**src/rtl/pipeline_sequencer_pkg.sv**
```systemverilog
// Shared definitions for the pipeline sequencer and the fetch stage that consumes pc_sel.
package pipeline_sequencer_pkg;

    typedef enum logic [3:0] {
        PC_INC    = 4'd0,
        PC_BRANCH = 4'd1,
        PC_INT    = 4'd2,
        PC_RET    = 4'd3,
        PC_HOLD   = 4'd4
    } pc_sel_e;

    typedef enum logic [1:0] {
        SEQ_RUN      = 2'd0,
        SEQ_INJECT   = 2'd1,
        SEQ_RET_WAIT = 2'd2,
        SEQ_HALTED   = 2'd3
    } seq_state_e;

    localparam logic [7:0]  CALL_OPCODE = 8'h40;
    localparam logic [7:0]  RET_OPCODE  = 8'h41;
    localparam logic [31:0] NOP_WORD    = 32'h0000_0000;

    // Interrupt vector for a source index; 14-bit arithmetic, wrap-around ignored.
    function automatic logic [13:0] irq_vector(input logic [13:0] base,
                                               input logic [13:0] stride,
                                               input logic [13:0] idx);
        return base + stride * idx;
    endfunction

endpackage

```
**src/rtl/pipeline_sequencer_if.sv**
```systemverilog
// Decode/datapath <-> sequencer signal bundle. master = datapath side, slave = sequencer.
interface pipeline_sequencer_if #(
    parameter int NUM_IRQ = 4
);
    logic               stall_fetch_req;
    logic               stall_decode_req;
    logic               halt;
    logic               take_branch_target;
    logic               illegal_opcode_exception;
    logic               return_in_pipeline;
    logic [7:0]         mem_wb_opcode;
    logic               mem_wb_reti_bit;
    logic [NUM_IRQ-1:0] irq_req;
    logic               irq_global_en;

    logic               stall_fetch;
    logic               stall_decode;
    logic [3:0]         hazard_prog_cntr_sel;
    logic               inst_word_sel;
    logic [31:0]        hazard_inst_word;
    logic [13:0]        prog_cntr_int_addr;
    logic [NUM_IRQ-1:0] irq_ack;
    logic               in_service;
    logic               halted;

    modport master (
        output stall_fetch_req, stall_decode_req, halt, take_branch_target,
               illegal_opcode_exception, return_in_pipeline, mem_wb_opcode,
               mem_wb_reti_bit, irq_req, irq_global_en,
        input  stall_fetch, stall_decode, hazard_prog_cntr_sel, inst_word_sel,
               hazard_inst_word, prog_cntr_int_addr, irq_ack, in_service, halted
    );

    modport slave (
        input  stall_fetch_req, stall_decode_req, halt, take_branch_target,
               illegal_opcode_exception, return_in_pipeline, mem_wb_opcode,
               mem_wb_reti_bit, irq_req, irq_global_en,
        output stall_fetch, stall_decode, hazard_prog_cntr_sel, inst_word_sel,
               hazard_inst_word, prog_cntr_int_addr, irq_ack, in_service, halted
    );

endinterface

```
**src/rtl/pipeline_sequencer_irq_priority_enc.sv**
```systemverilog
// Fixed-priority encoder: lowest set request index wins.
module irq_priority_enc #(
    parameter int NUM_IRQ = 4,
    parameter int IDX_W   = (NUM_IRQ > 1) ? $clog2(NUM_IRQ) : 1
) (
    input  logic [NUM_IRQ-1:0] req,
    output logic               valid,
    output logic [IDX_W-1:0]   index,
    output logic [NUM_IRQ-1:0] onehot
);

    // Scan from the top so the lowest set bit is the last (and winning) assignment.
    always_comb begin
        valid  = |req;
        index  = '0;
        onehot = '0;
        for (int i = NUM_IRQ - 1; i >= 0; i--) begin
            if (req[i]) begin
                index     = IDX_W'(i);
                onehot    = '0;
                onehot[i] = 1'b1;
            end
        end
    end

endmodule

```
**src/rtl/pipeline_sequencer.sv**
```systemverilog
// Hazard and interrupt sequencer for the 5-stage datapath.
//
// state        | meaning
// -------------+--------------------------------------------------------
// SEQ_RUN      | normal flow; resolves exception/return/branch/irq/halt
// SEQ_INJECT   | one cycle: IF/ID loads synthetic CALL to int_addr_reg
// SEQ_RET_WAIT | fetch held until RET/RETI reaches MEM/WB
// SEQ_HALTED   | core stopped; only an accepted interrupt wakes it
module pipeline_sequencer
    import pipeline_sequencer_pkg::*;
#(
    parameter int          NUM_IRQ       = 4,
    parameter logic [13:0] VECTOR_BASE   = 14'h0010,
    parameter logic [13:0] VECTOR_STRIDE = 14'h0004,
    parameter logic [13:0] EXC_VECTOR    = 14'h0008
) (
    input  logic                clock,
    input  logic                nreset,
    pipeline_sequencer_if.slave bus
);

    localparam int IDX_W = (NUM_IRQ > 1) ? $clog2(NUM_IRQ) : 1;

    seq_state_e         state, state_nxt;
    logic               in_service, in_service_nxt;
    logic [13:0]        int_addr_reg, int_addr_nxt;

    logic               irq_valid;
    logic [IDX_W-1:0]   irq_idx;
    logic [NUM_IRQ-1:0] irq_onehot;
    logic               irq_accept;
    logic [13:0]        irq_addr;

    logic               stall_fetch_c;
    logic               stall_decode_c;
    pc_sel_e            pc_sel_c;
    logic               inst_word_sel_c;
    logic [31:0]        inst_word_c;
    logic [13:0]        int_addr_c;
    logic [NUM_IRQ-1:0] irq_ack_c;
    logic               halted_c;

    irq_priority_enc #(
        .NUM_IRQ (NUM_IRQ),
        .IDX_W   (IDX_W)
    ) u_irq_priority_enc (
        .req    (bus.irq_req),
        .valid  (irq_valid),
        .index  (irq_idx),
        .onehot (irq_onehot)
    );

    // A fetch hold request blocks interrupt entry so the vector redirect is never lost.
    assign irq_accept = irq_valid && bus.irq_global_en && !in_service && !bus.stall_fetch_req;
    assign irq_addr   = irq_vector(VECTOR_BASE, VECTOR_STRIDE, 14'(irq_idx));

    // Next-state and output decode; reset forces outputs idle without waiting for an edge.
    always_comb begin
        state_nxt       = state;
        in_service_nxt  = in_service;
        int_addr_nxt    = int_addr_reg;
        stall_fetch_c   = 1'b0;
        stall_decode_c  = 1'b0;
        pc_sel_c        = PC_INC;
        inst_word_sel_c = 1'b0;
        inst_word_c     = NOP_WORD;
        int_addr_c      = '0;
        irq_ack_c       = '0;
        halted_c        = 1'b0;

        case (state)
            SEQ_RUN: begin
                stall_fetch_c  = bus.stall_fetch_req;
                stall_decode_c = bus.stall_decode_req;
                pc_sel_c       = bus.stall_fetch_req ? PC_HOLD : PC_INC;
                if (bus.illegal_opcode_exception) begin
                    // Exceptions ignore in_service: a faulting handler must still trap.
                    stall_fetch_c  = 1'b0;
                    stall_decode_c = 1'b0;
                    pc_sel_c       = PC_INT;
                    int_addr_c     = EXC_VECTOR;
                    int_addr_nxt   = EXC_VECTOR;
                    in_service_nxt = 1'b1;
                    state_nxt      = SEQ_INJECT;
                end else if (bus.return_in_pipeline) begin
                    stall_fetch_c = 1'b1;
                    pc_sel_c      = PC_HOLD;
                    state_nxt     = SEQ_RET_WAIT;
                end else if (bus.take_branch_target) begin
                    stall_fetch_c   = 1'b0;
                    stall_decode_c  = 1'b0;
                    pc_sel_c        = PC_BRANCH;
                    inst_word_sel_c = 1'b1;
                    inst_word_c     = NOP_WORD;
                end else if (irq_accept) begin
                    pc_sel_c       = PC_INT;
                    int_addr_c     = irq_addr;
                    int_addr_nxt   = irq_addr;
                    irq_ack_c      = irq_onehot;
                    in_service_nxt = 1'b1;
                    state_nxt      = SEQ_INJECT;
                end else if (bus.halt) begin
                    stall_fetch_c  = 1'b1;
                    stall_decode_c = 1'b1;
                    pc_sel_c       = PC_HOLD;
                    state_nxt      = SEQ_HALTED;
                end
            end

            SEQ_INJECT: begin
                inst_word_sel_c = 1'b1;
                inst_word_c     = {int_addr_reg, 10'b0, CALL_OPCODE};
                int_addr_c      = int_addr_reg;
                state_nxt       = SEQ_RUN;
            end

            SEQ_RET_WAIT: begin
                stall_fetch_c = 1'b1;
                pc_sel_c      = PC_HOLD;
                if (bus.mem_wb_opcode == RET_OPCODE) begin
                    stall_fetch_c = 1'b0;
                    pc_sel_c      = PC_RET;
                    state_nxt     = SEQ_RUN;
                    if (bus.mem_wb_reti_bit) begin
                        in_service_nxt = 1'b0;
                    end
                end
            end

            SEQ_HALTED: begin
                halted_c       = 1'b1;
                stall_fetch_c  = 1'b1;
                stall_decode_c = 1'b1;
                pc_sel_c       = PC_HOLD;
                if (irq_accept) begin
                    stall_fetch_c  = 1'b0;
                    stall_decode_c = 1'b0;
                    pc_sel_c       = PC_INT;
                    int_addr_c     = irq_addr;
                    int_addr_nxt   = irq_addr;
                    irq_ack_c      = irq_onehot;
                    in_service_nxt = 1'b1;
                    state_nxt      = SEQ_INJECT;
                end
            end

            default: begin
                state_nxt = SEQ_RUN;
            end
        endcase

        if (!nreset) begin
            stall_fetch_c   = 1'b0;
            stall_decode_c  = 1'b0;
            pc_sel_c        = PC_INC;
            inst_word_sel_c = 1'b0;
            inst_word_c     = NOP_WORD;
            int_addr_c      = '0;
            irq_ack_c       = '0;
            halted_c        = 1'b0;
        end
    end

    // State, in-service flag and latched target address.
    always_ff @(posedge clock or negedge nreset) begin
        if (!nreset) begin
            state        <= SEQ_RUN;
            in_service   <= 1'b0;
            int_addr_reg <= '0;
        end else begin
            state        <= state_nxt;
            in_service   <= in_service_nxt;
            int_addr_reg <= int_addr_nxt;
        end
    end

    assign bus.stall_fetch          = stall_fetch_c;
    assign bus.stall_decode         = stall_decode_c;
    assign bus.hazard_prog_cntr_sel = pc_sel_c;
    assign bus.inst_word_sel        = inst_word_sel_c;
    assign bus.hazard_inst_word     = inst_word_c;
    assign bus.prog_cntr_int_addr   = int_addr_c;
    assign bus.irq_ack              = irq_ack_c;
    assign bus.in_service           = in_service;
    assign bus.halted               = halted_c;

endmodule

```
**src/flat_wrapper.sv**
```systemverilog
// flat-port wrapper written by rule: the top's interface ports become plain ports
module pipeline_sequencer_flat import pipeline_sequencer_pkg::*;
#(
    parameter int          NUM_IRQ       = 4,
    parameter logic [13:0] VECTOR_BASE   = 14'h0010,
    parameter logic [13:0] VECTOR_STRIDE = 14'h0004,
    parameter logic [13:0] EXC_VECTOR    = 14'h0008
)
  (clock, nreset, bus_stall_fetch_req, bus_stall_decode_req, bus_halt, bus_take_branch_target, bus_illegal_opcode_exception, bus_return_in_pipeline, bus_mem_wb_opcode, bus_mem_wb_reti_bit, bus_irq_req, bus_irq_global_en, bus_stall_fetch, bus_stall_decode, bus_hazard_prog_cntr_sel, bus_inst_word_sel, bus_hazard_inst_word, bus_prog_cntr_int_addr, bus_irq_ack, bus_in_service, bus_halted);
  pipeline_sequencer_if #(.NUM_IRQ(NUM_IRQ)) bus_i ();
  input  logic clock;
  input  logic nreset;
  input wire logic [$bits(bus_i.stall_fetch_req)-1:0] bus_stall_fetch_req;
  input wire logic [$bits(bus_i.stall_decode_req)-1:0] bus_stall_decode_req;
  input wire logic [$bits(bus_i.halt)-1:0] bus_halt;
  input wire logic [$bits(bus_i.take_branch_target)-1:0] bus_take_branch_target;
  input wire logic [$bits(bus_i.illegal_opcode_exception)-1:0] bus_illegal_opcode_exception;
  input wire logic [$bits(bus_i.return_in_pipeline)-1:0] bus_return_in_pipeline;
  input wire logic [$bits(bus_i.mem_wb_opcode)-1:0] bus_mem_wb_opcode;
  input wire logic [$bits(bus_i.mem_wb_reti_bit)-1:0] bus_mem_wb_reti_bit;
  input wire logic [$bits(bus_i.irq_req)-1:0] bus_irq_req;
  input wire logic [$bits(bus_i.irq_global_en)-1:0] bus_irq_global_en;
  output wire logic [$bits(bus_i.stall_fetch)-1:0] bus_stall_fetch;
  output wire logic [$bits(bus_i.stall_decode)-1:0] bus_stall_decode;
  output wire logic [$bits(bus_i.hazard_prog_cntr_sel)-1:0] bus_hazard_prog_cntr_sel;
  output wire logic [$bits(bus_i.inst_word_sel)-1:0] bus_inst_word_sel;
  output wire logic [$bits(bus_i.hazard_inst_word)-1:0] bus_hazard_inst_word;
  output wire logic [$bits(bus_i.prog_cntr_int_addr)-1:0] bus_prog_cntr_int_addr;
  output wire logic [$bits(bus_i.irq_ack)-1:0] bus_irq_ack;
  output wire logic [$bits(bus_i.in_service)-1:0] bus_in_service;
  output wire logic [$bits(bus_i.halted)-1:0] bus_halted;
  assign bus_i.stall_fetch_req = bus_stall_fetch_req;
  assign bus_i.stall_decode_req = bus_stall_decode_req;
  assign bus_i.halt = bus_halt;
  assign bus_i.take_branch_target = bus_take_branch_target;
  assign bus_i.illegal_opcode_exception = bus_illegal_opcode_exception;
  assign bus_i.return_in_pipeline = bus_return_in_pipeline;
  assign bus_i.mem_wb_opcode = bus_mem_wb_opcode;
  assign bus_i.mem_wb_reti_bit = bus_mem_wb_reti_bit;
  assign bus_i.irq_req = bus_irq_req;
  assign bus_i.irq_global_en = bus_irq_global_en;
  assign bus_stall_fetch = bus_i.stall_fetch;
  assign bus_stall_decode = bus_i.stall_decode;
  assign bus_hazard_prog_cntr_sel = bus_i.hazard_prog_cntr_sel;
  assign bus_inst_word_sel = bus_i.inst_word_sel;
  assign bus_hazard_inst_word = bus_i.hazard_inst_word;
  assign bus_prog_cntr_int_addr = bus_i.prog_cntr_int_addr;
  assign bus_irq_ack = bus_i.irq_ack;
  assign bus_in_service = bus_i.in_service;
  assign bus_halted = bus_i.halted;
  pipeline_sequencer #(.NUM_IRQ(NUM_IRQ), .VECTOR_BASE(VECTOR_BASE), .VECTOR_STRIDE(VECTOR_STRIDE), .EXC_VECTOR(EXC_VECTOR)) u_core (.clock(clock), .nreset(nreset), .bus(bus_i));
endmodule
```
**config.mk**
```make
export PLATFORM = sky130hd
export DESIGN_NAME = pipeline_sequencer_flat
export DESIGN_NICKNAME = d
export VERILOG_FILES = /design/src/rtl/pipeline_sequencer_pkg.sv /design/src/rtl/pipeline_sequencer_if.sv /design/src/rtl/pipeline_sequencer_irq_priority_enc.sv /design/src/rtl/pipeline_sequencer.sv /design/src/flat_wrapper.sv
export SDC_FILE = /design/constraint.sdc
export NUM_CORES = 1
export LEC_CHECK = 0
export CAP_MARGIN = 0
export CORE_UTILIZATION = 35
export DETAILED_ROUTE_END_ITERATION = 10
export PLACE_DENSITY = 0.76
export SYNTH_ARGS = -nofsm -noshare
export SYNTH_HDL_FRONTEND = slang
export SYNTH_HIERARCHICAL = 1
export SYNTH_SLANG_ARGS = --single-unit
export TNS_END_PERCENT = 5
```
**constraint.sdc**
```tcl
create_clock -name clock -period 1.6 [get_ports clock]
set_input_delay 0.16 -clock clock [delete_from_list [all_inputs] [get_ports clock]]
set_output_delay 0.16 -clock clock [all_outputs]
set_load 0.005 [all_outputs]
```
# Word-level counts from Yosys, hierarchy flattened
# Index checks and enable logic that the tools add are counted.
dict set report word_totals {
  ff_bits 17
  inputBits 22
  out_inout_bits 59
  word_cells 102
}
dict set report op_classes {
  add_sub_neg 1
  eq_ne 11
  n_mux 75
  reduce_logical 12
}
# operator n
set op_table {}
lappend op_table {{14-bit 2-to-1 mux} 9}
lappend op_table {{32-bit 2-to-1 mux} 2}
lappend op_table {{4-bit 2-to-1 mux} 15}
lappend op_table {{14-bit one-hot mux with 3 select lines} 1}
lappend op_table {{14-bit one-hot mux with 2 select lines} 1}
lappend op_table {{1-bit 2-to-1 mux} 26}
lappend op_table {{2-bit 2-to-1 mux} 11}
lappend op_table {{4-bit one-hot mux with 3 select lines} 1}
lappend op_table {{3-bit 2-to-1 mux} 3}
lappend op_table {{8-bit by 7-bit == test with 1-bit output, second input constant} 1}
lappend op_table {{2-bit one-hot mux with 4 select lines} 1}
lappend op_table {{4-bit one-hot mux with 2 select lines} 1}
lappend op_table {{5-bit by 4-bit adder with 6-bit output, first input constant} 1}
lappend op_table {{3-bit != test, second input constant} 2}
lappend op_table {{1-bit one-hot mux with 3 select lines} 2}
lappend op_table {{5-bit by 4-bit != test with 1-bit output, second input constant} 1}
lappend op_table {{5-bit AND reduction} 1}
lappend op_table {{2-bit == test, second input constant} 2}
lappend op_table {{2-bit by 1-bit != test with 1-bit output, second input constant} 2}
lappend op_table {{4-bit != test, second input constant} 1}
lappend op_table {{1-bit one-hot mux with 2 select lines} 2}
lappend op_table {{4-bit AND reduction} 1}
lappend op_table {{4-bit OR reduction} 1}
lappend op_table {{1-bit logical AND} 3}
lappend op_table {{other kinds (7)} 8}

# Depth between registers and ports, before layout
# Gate-level depths: netlist of the first run.
dict set report logic_depth {
  word_depth 11
  mapped_depth 7
  ltp_nobuf 6
}

# By module
# The synthesis of the first run kept the hierarchy.
# mod n_inst cells_per_inst area_each_um2 seq_area_each_um2
set by_module_without_submodules {}
lappend by_module_without_submodules {pipeline_sequencer 1 165 1432.6 425.4}
lappend by_module_without_submodules {irq_priority_enc 1 11 61.3 0.0}

# Worst setup path before layout of the first run
# No wires, ideal clock.
dict set report synth_timing {
  kind {flip-flop to output port}
  from {register u_core.state[1]}
  to {output port bus_prog_cntr_int_addr[0]}
  arrival_time_ns 1.533
  required_time_ns 1.440
  setup_slack_ns -0.093
  stages_incl_launch_ff 8
  n_path_buf 2
  cell_sequence {dfrtp_1 > inv_1 > ha_1 > clkbuf_1 > and2_1 > nor2b_1 > clkbuf_1 > and2_1}
}
dict set report synth_via {
  elab_chain_len 3
  word_cells_on_any_way 5
  cone_classes {2 x eq/ne; 2 x mux; 1 x reduce/logical}
}
# element line_no
set synth_lines {}
lappend synth_lines {{start: declaration} pipeline_sequencer.sv:24} ;# seq_state_e state, state_nxt;
lappend synth_lines {{start signal: assignment} pipeline_sequencer.sv:171} ;# state <= state_nxt;
lappend synth_lines {{2-bit == test (tied with other cells)} pipeline_sequencer.sv:71} ;# case (state)
lappend synth_lines {{14-bit one-hot mux with 3 select lines (*)} pipeline_sequencer.sv:71}
lappend synth_lines {{14-bit 2-to-1 mux (*)} pipeline_sequencer.sv:152} ;# if (!nreset) begin
lappend synth_lines {{end: declaration} flat_wrapper.sv:28} ;# output wire logic [$bits(bus_i.prog_cntr_int_addr)-1:0] bus_prog_cntr_int_addr;
# Every way passes the cells marked *; elsewhere a longest branch is shown, timed or not.

# Worst setup path in the final report of the first run
dict set report layout_timing {
  from {register u_core.state[0]}
  to {output port bus_irq_ack[0]}
}
dict set report layout_via {
  elab_chain_len 3
  word_cells_on_any_way 4
  cone_classes {1 x eq/ne; 2 x mux; 1 x reduce/logical}
}
# element line_no
set layout_lines {}
lappend layout_lines {{2-bit == test / 2-bit logical NOT (equally long branches)} pipeline_sequencer.sv:71}
lappend layout_lines {{4-bit one-hot mux with 2 select lines (*)} pipeline_sequencer.sv:71}
lappend layout_lines {{4-bit 2-to-1 mux (*)} pipeline_sequencer.sv:152}
lappend layout_lines {{end: declaration} flat_wrapper.sv:29} ;# output wire logic [$bits(bus_i.irq_ack)-1:0] bus_irq_ack;
# Marks and branches as above.

==> results of run 1 <==
logic make-up after synthesis:
logic type	synth area share, %
compound gates	16.5
fa+ha+maj	5.02
buf+inv	15.1
flops	28.5
mux	2.09
other cells	0.251
simple gates	32.6
power by group through the flow:
stage	Sequential (mW)	Combinational [mW]	Clock [mW]
after floorplan	0.490	0.698	0
after global placement	0.482	1.27	0
after detailed placement	0.483	1.30	0
after CTS	0.481	1.67	0.331
after global routing	0.482	1.88	0.353
final	0.481	1.77	0.322
path summary, 6_finish.rpt:
check / end / cells after the start
min in group clock: u_core/int_addr_reg[8] / 1
hold reg to reg: u_core/int_addr_reg[8] / 1
setup reg to reg: u_core/state[0] / 7
setup / recovery: bus_irq_ack[0] / 8
max in group asynchronous: u_core/int_addr_reg[11] / 2
hold / removal: u_core/bus.in_service / 2
critical path, cell delays in order, from the launching register on:
cell	delay (ns)
dfrtp_1	0.40
inv_2	0.09
ha_4	0.15
nor4b_4	0.20
o21a_1	0.18
nand3b_1	0.17
buf_6	0.18
nor2_4	0.07
buf_2	0.12
layout by cell type, fill, tap and decap left out, types with 4 or more instances in the layout:
cell / instances
clkdlybuf4s50_1: 16
ha_4: 5
inv_1: 10
buf_4: 38
dfrtp_1: 17
a21oi_1: 7
buf_6: 14
conb_1: 18
nor2b_1: 11
and2_4: 4
and2_1: 11
clkdlybuf4s15_2: 15
and3_1: 14
nand2_1: 6
nor2_1: 10
buf_2: 17
dlygate4sd2_1: 8
a21oi_2: 4
final cells by class:
class | instances | area, um^2
fillers | 329 | 1390
multi-input cells | 138 | 1110
repair buffers | 113 | 982
flip-flops and latches | 17 | 425
well taps | 50 | 62.6
inverters | 12 | 45.0
clock buffers | 3 | 41.3
clock inverters | 1 | 5.00
stage by stage:
step	area (um^2)	setup WS (ns)	util [%]	hold slack, ns
floorplan	1560	-0.0142	-	-0.136
global placement	2350	-0.826	57.9	0.489
detailed placement	2350	-0.935	57.9	0.504
CTS	2640	-0.342	64.9	0.283
global route	2670	-0.471	65.8	0.300
finish	2670	-0.364	65.8	0.285
routing by layer:
| layer | vias up | wire (um) | GRT usage [%] |
|---|---|---|---|
| li1 | 777 | - | - |
| met5 | - | 0 | 0 |
| met2 | 56 | 2450 | 39.3 |
| met1 | 758 | 1940 | 26.1 |
| met3 | 7 | 238 | 4.22 |
| met4 | 0 | 75 | 5.85 |
synthesized netlist by cell type (all sizes together) (2+ instances only):
cell type	n	share of area, %
nand2b	4	2.2
a31oi	3	2.3
and2	15	6.4
nand4bb	2	1.5
nor4b	3	2.6
a21oi	11	3.7
inv	12	3.0
nand3	3	1.0
a22oi	2	1.0
nor3	2	0.67
nor2	14	3.5
and3	14	5.9
o21ai	3	1.0
nand2	6	1.5
clkbuf	5	1.3
nor2b	12	5.0
ha	6	5.0
mux2i	2	1.3
dfrtp	17	28
o21a	2	1.5
buf	21	11
timing repair:
action,CTS,global route
pin swaps,24,10
gates cloned,1,0
hold buffers,0,0
setup endpoints to repair,56,56
setup buffers,13,1
resized for setup,179,15
hold endpoints to repair,0,0
==> results.sh, run 1 <==
export IMPL_clock_skew_ns=0.00321
export IMPL_dp_cells=317
export IMPL_grt_max_degree=24
export IMPL_syn_area_per_cell_um2=8.49
export IMPL_cp_arrival_ns=1.80
export IMPL_cp_data_required_time_ns=1.44
export IMPL_p_int_mw=1.58
export IMPL_clk_pin_slew_ns=0.07
export IMPL_cts_max_level=1
export IMPL_start_util_pct=36.8
export IMPL_port_buffers=62
export IMPL_syn_cell_area_mm2=0.00149
export IMPL_area_delta_synth_final_pct=78.8
export IMPL_synth_edf_count=0
export IMPL_hold_viol=0
export IMPL_row_count=23
export IMPL_ios=81
export IMPL_crit_path_end_kind="primary output"
export IMPL_wirelength_um=4700
export IMPL_vias=1598
export IMPL_gp_congestion=0.951
export IMPL_period_share_pct=123
export IMPL_antennaDiodeCount=0
export IMPL_drt_iter0_markers=56
export IMPL_cts_root_buf="clkbuf_8"
export IMPL_reg2reg_slack_ns=-0.29
export IMPL_crit_start="u_core/state[0]"
export IMPL_die_h_um=67.3
export IMPL_grt_overflow=0
export IMPL_setup_viol=53
export IMPL_fin_crit_ns=1.96
export IMPL_pwr_share_comb_pct=68.8
export IMPL_drive_gt1_share_pct=46.8
export IMPL_fmax_mhz=509
export IMPL_die_area_mm2=0.00453
export IMPL_coreArea_mm2=0.00406
export IMPL_die_w_um=67.3
export IMPL_largest_reg_flops=14
export IMPL_cts_tree="yes"
export IMPL_first_global_vias=1497
export IMPL_crit_type="flop to primary output"
export IMPL_cap_violations=0
export IMPL_rsz0062_at_grt="true"
export IMPL_finalWorstSetupSlack_ns=-0.364
export IMPL_p_switching_mw=0.985
export IMPL_p_leak_nw=1.33
export IMPL_hold_path_class="primary input to asynchronous set/reset pin"
export IMPL_async_flop_share_pct=100
export IMPL_ys_warn_count=6
export IMPL_p_seq_share_pct=18.7
export IMPL_total_power_mw=2.57
export IMPL_swShare_pct=38.3
export IMPL_track_usage_pct=21.8
export IMPL_clk_path_buf_depth=2
export IMPL_clockPowerShare_pct=12.5
export IMPL_wl_per_cell_um=14.1
export IMPL_synthDistinctLibCells=44
export IMPL_peakVddDrop_mv=0.869
export IMPL_p_per_area_mw_per_mm2=962
export IMPL_ys_flop_type="dfrtp_1"
export IMPL_ys_ff_latch=17
export IMPL_critPathLaunchType="flop"
export IMPL_drc=0
export IMPL_synthCells=176
export IMPL_drt_antenna_violating_nets=0
export IMPL_fin_cells=334
export IMPL_critical_path_max_fanout=3
export IMPL_numCtsBuffers=3
export IMPL_fin_tns_setup_ns=-7.47
export IMPL_cts_sinks=17
export IMPL_seq_area_frac_synth_pct=28.5
export IMPL_violations="setup timing"
export IMPL_dr_pass1_iters=4
export IMPL_clk_latency_ns=0.25
export IMPL_status="finished, violations left"
export IMPL_r2r_start="u_core/bus.in_service"
export IMPL_grt_pass1_wl_um=7320
export IMPL_antenna_found_initial=0
export IMPL_slew_violations=0
export IMPL_drt_vias_per_instance=4.78
export IMPL_detailed_place_hpwl_um=3200
export IMPL_final_nets=313
(Power assumes the default switching activity.)
==> inputs of run 2 (changes only) <==
--- a/config.mk
+++ b/config.mk
@@ -6,9 +6,11 @@
 export NUM_CORES = 1
 export LEC_CHECK = 0
 export CAP_MARGIN = 0
-export CORE_UTILIZATION = 35
+export CELL_PAD_IN_SITES_DETAIL_PLACEMENT = 1
+export CELL_PAD_IN_SITES_GLOBAL_PLACEMENT = 1
+export CORE_UTILIZATION = 25
 export DETAILED_ROUTE_END_ITERATION = 10
-export PLACE_DENSITY = 0.76
+export PLACE_DENSITY_LB_ADDON = 0.1
 export SYNTH_ARGS = -nofsm -noshare
 export SYNTH_HDL_FRONTEND = slang
 export SYNTH_HIERARCHICAL = 1
==> run 2 against run 1 <==
  * The flow still finishes with violations (setup timing)
  * Via count rose by 2.3%
  * Fmax fell by 2.4%
  * Final cell count rose by 9.9%
  * Combinational power is 7% higher
  * Sequential share of layout area decreased by 0.69 points
  * Core utilization down 16 points
  * Cell area rose by 4.5%
  * Critical path type unchanged
  * Register-to-register slack is essentially flat
  * Critical path depth is 2 lower
==> results.sh, run 2 (synthesis gave the netlist of run 1 again) <==
export IMPL_die_h_um=79.3
export IMPL_clk_latency_ns=0.26
export IMPL_dr_pass1_iters=4
export IMPL_critical_path_max_fanout=3
export IMPL_cap_violations=0
export IMPL_gp_congestion=0.818
export IMPL_peakVddDrop_mv=0.501
export IMPL_drt_iter0_markers=38
export IMPL_slew_violations=0
export IMPL_drc=0
export IMPL_first_global_vias=1760
export IMPL_clk_path_buf_depth=2
export IMPL_hold_path_class="primary input to asynchronous set/reset pin"
export IMPL_cp_arrival_ns=1.85
export IMPL_crit_path_end_kind="primary output"
export IMPL_finalWorstSetupSlack_ns=-0.413
export IMPL_cts_tree="yes"
export IMPL_numCtsBuffers=3
export IMPL_row_count=27
export IMPL_cts_root_buf="clkbuf_8"
export IMPL_violations="setup timing"
export IMPL_vias=1634
export IMPL_ios=81
export IMPL_cp_data_required_time_ns=1.44
export IMPL_antennaDiodeCount=0
export IMPL_status="finished, violations left"
export IMPL_regArea_um2=425
export IMPL_drive_gt1_share_pct=47.5
export IMPL_antenna_found_initial=0
export IMPL_clock_skew_ns=0.00440
export IMPL_grt_pass1_wl_um=8650
export IMPL_rsz0062_at_grt="true"
export IMPL_detailed_place_hpwl_um=3890
export IMPL_fmax_mhz=497
export IMPL_drt_antenna_violating_nets=0
export IMPL_wirelength_um=5580
export IMPL_most_common_layout_cells="buf_4 (50), conb_1 (18), buf_2 (17), dfrtp_1 (17), clkdlybuf4s50_1 (15)"
export IMPL_grt_overflow=0
export IMPL_cts_max_level=1
export IMPL_die_area_mm2=0.00629
export IMPL_multi_input_area_mm2=0.00111
export IMPL_start_util_pct=26.5
export IMPL_hold_viol=0
export IMPL_coreArea_mm2=0.00564
export IMPL_area_delta_synth_final_pct=86.9
export IMPL_die_w_um=79.3
export IMPL_final_nets=324
export IMPL_critPathLaunchType="flop"
export IMPL_track_usage_pct=17.6
export IMPL_clk_pin_slew_ns=0.07
export IMPL_cts_sinks=17
export IMPL_total_power_mw=2.71
export IMPL_p_leak_nw=1.40
export IMPL_port_buffers=62
export IMPL_crit_type="flop to primary output"
export IMPL_setup_viol=41
export IMPL_nFillCells=673
export IMPL_period_share_pct=126
export IMPL_fin_crit_ns=2.01
export IMPL_grt_max_degree=19
export IMPL_largest_reg_flops=14
export IMPL_drt_vias_per_instance=4.45
export IMPL_dp_slack_ns=-0.737
export IMPL_p_per_area_mw_per_mm2=970
export IMPL_wl_per_cell_um=15.2
export IMPL_mostFrequentLayoutCell="buf_4"
-- run 2: layout make-up --
type                    instances  share of cell area, %
multi-input cells             138                   39.8
repair buffers                124                   38.4
flip-flops and latches         17                   15.2
well taps                      72                   3.23
inverters                      12                   1.61
clock buffers                   3                   1.48
clock inverters                 1                  0.269
-- run 2: timing repair --
action	in CTS	in global routing
setup buffers	17	1
cloned	1	0
endpoints found under the setup margin	44	56
resized for setup	180	19
endpoints found under the hold margin	0	5
pin swaps	17	10
hold buffers	0	1
-- run 2: critical path: stages (launching register included) --
cell and delay (ns):
dfrtp_1 0.43, nand4bb_1 0.28, buf_4 0.19, and2_4 0.16, a21oi_1 0.24, a21oi_2 0.09, clkdlybuf4s15_2 0.21
-- run 2: power breakdown --
| group | switching [mW] | internal (mW) | leakage, nW |
|---|---|---|---|
| Combinational | 0.852 | 1.03 | 1.15 |
| Clock | 0.164 | 0.176 | 0.0217 |
| Sequential | 0.0234 | 0.459 | 0.224 |
-- run 2: per-stage QoR --
stage / instances / area (um^2) / hold WS (ns) / TNS (ns) / util [%]
CTS: 365 / 2750 / 0.278 / -9.18 / 48.7
global placement: 343 / 2410 / 0.489 / -20.00 / 42.6
finish: 367 / 2790 / 0.0287 / -7.98 / 49.5
detailed placement: 343 / 2410 / 0.513 / -21.16 / 42.6
global route: 367 / 2790 / 0.0485 / -11.43 / 49.5
floorplan: 193 / 1560 / -0.136 / -0.142 / -
-- run 2: routing by layer --
layer | vias to the layer above | wire length (um) | track usage (%) | part of all wire [%]
li1 | 797 | - | - | -
met3 | 5 | 264 | 2.41 | 4.7
met2 | 53 | 2750 | 31.9 | 49
met5 | - | 0 | 0 | 0
met1 | 779 | 2520 | 21.9 | 45
met4 | 0 | 40 | 3.82 | 0.72
-- run 2: worst paths after layout --
path / slack, ns / startpoint / end / cells after the start
min in group clock: 0.50 / bus_irq_req[0] / u_core/int_addr_reg[2] / 5
setup reg to reg: -0.30 / u_core/bus.in_service / u_core/state[1] / 7
max in group asynchronous: 0.81 / nreset / u_core/int_addr_reg[8] / 3
setup / recovery: -0.41 / u_core/bus.in_service / bus_stall_fetch / 6
hold reg to reg: 0.52 / u_core/int_addr_reg[5] / u_core/int_addr_reg[5] / 1
hold / removal: 0.03 / nreset / u_core/state[1] / 3
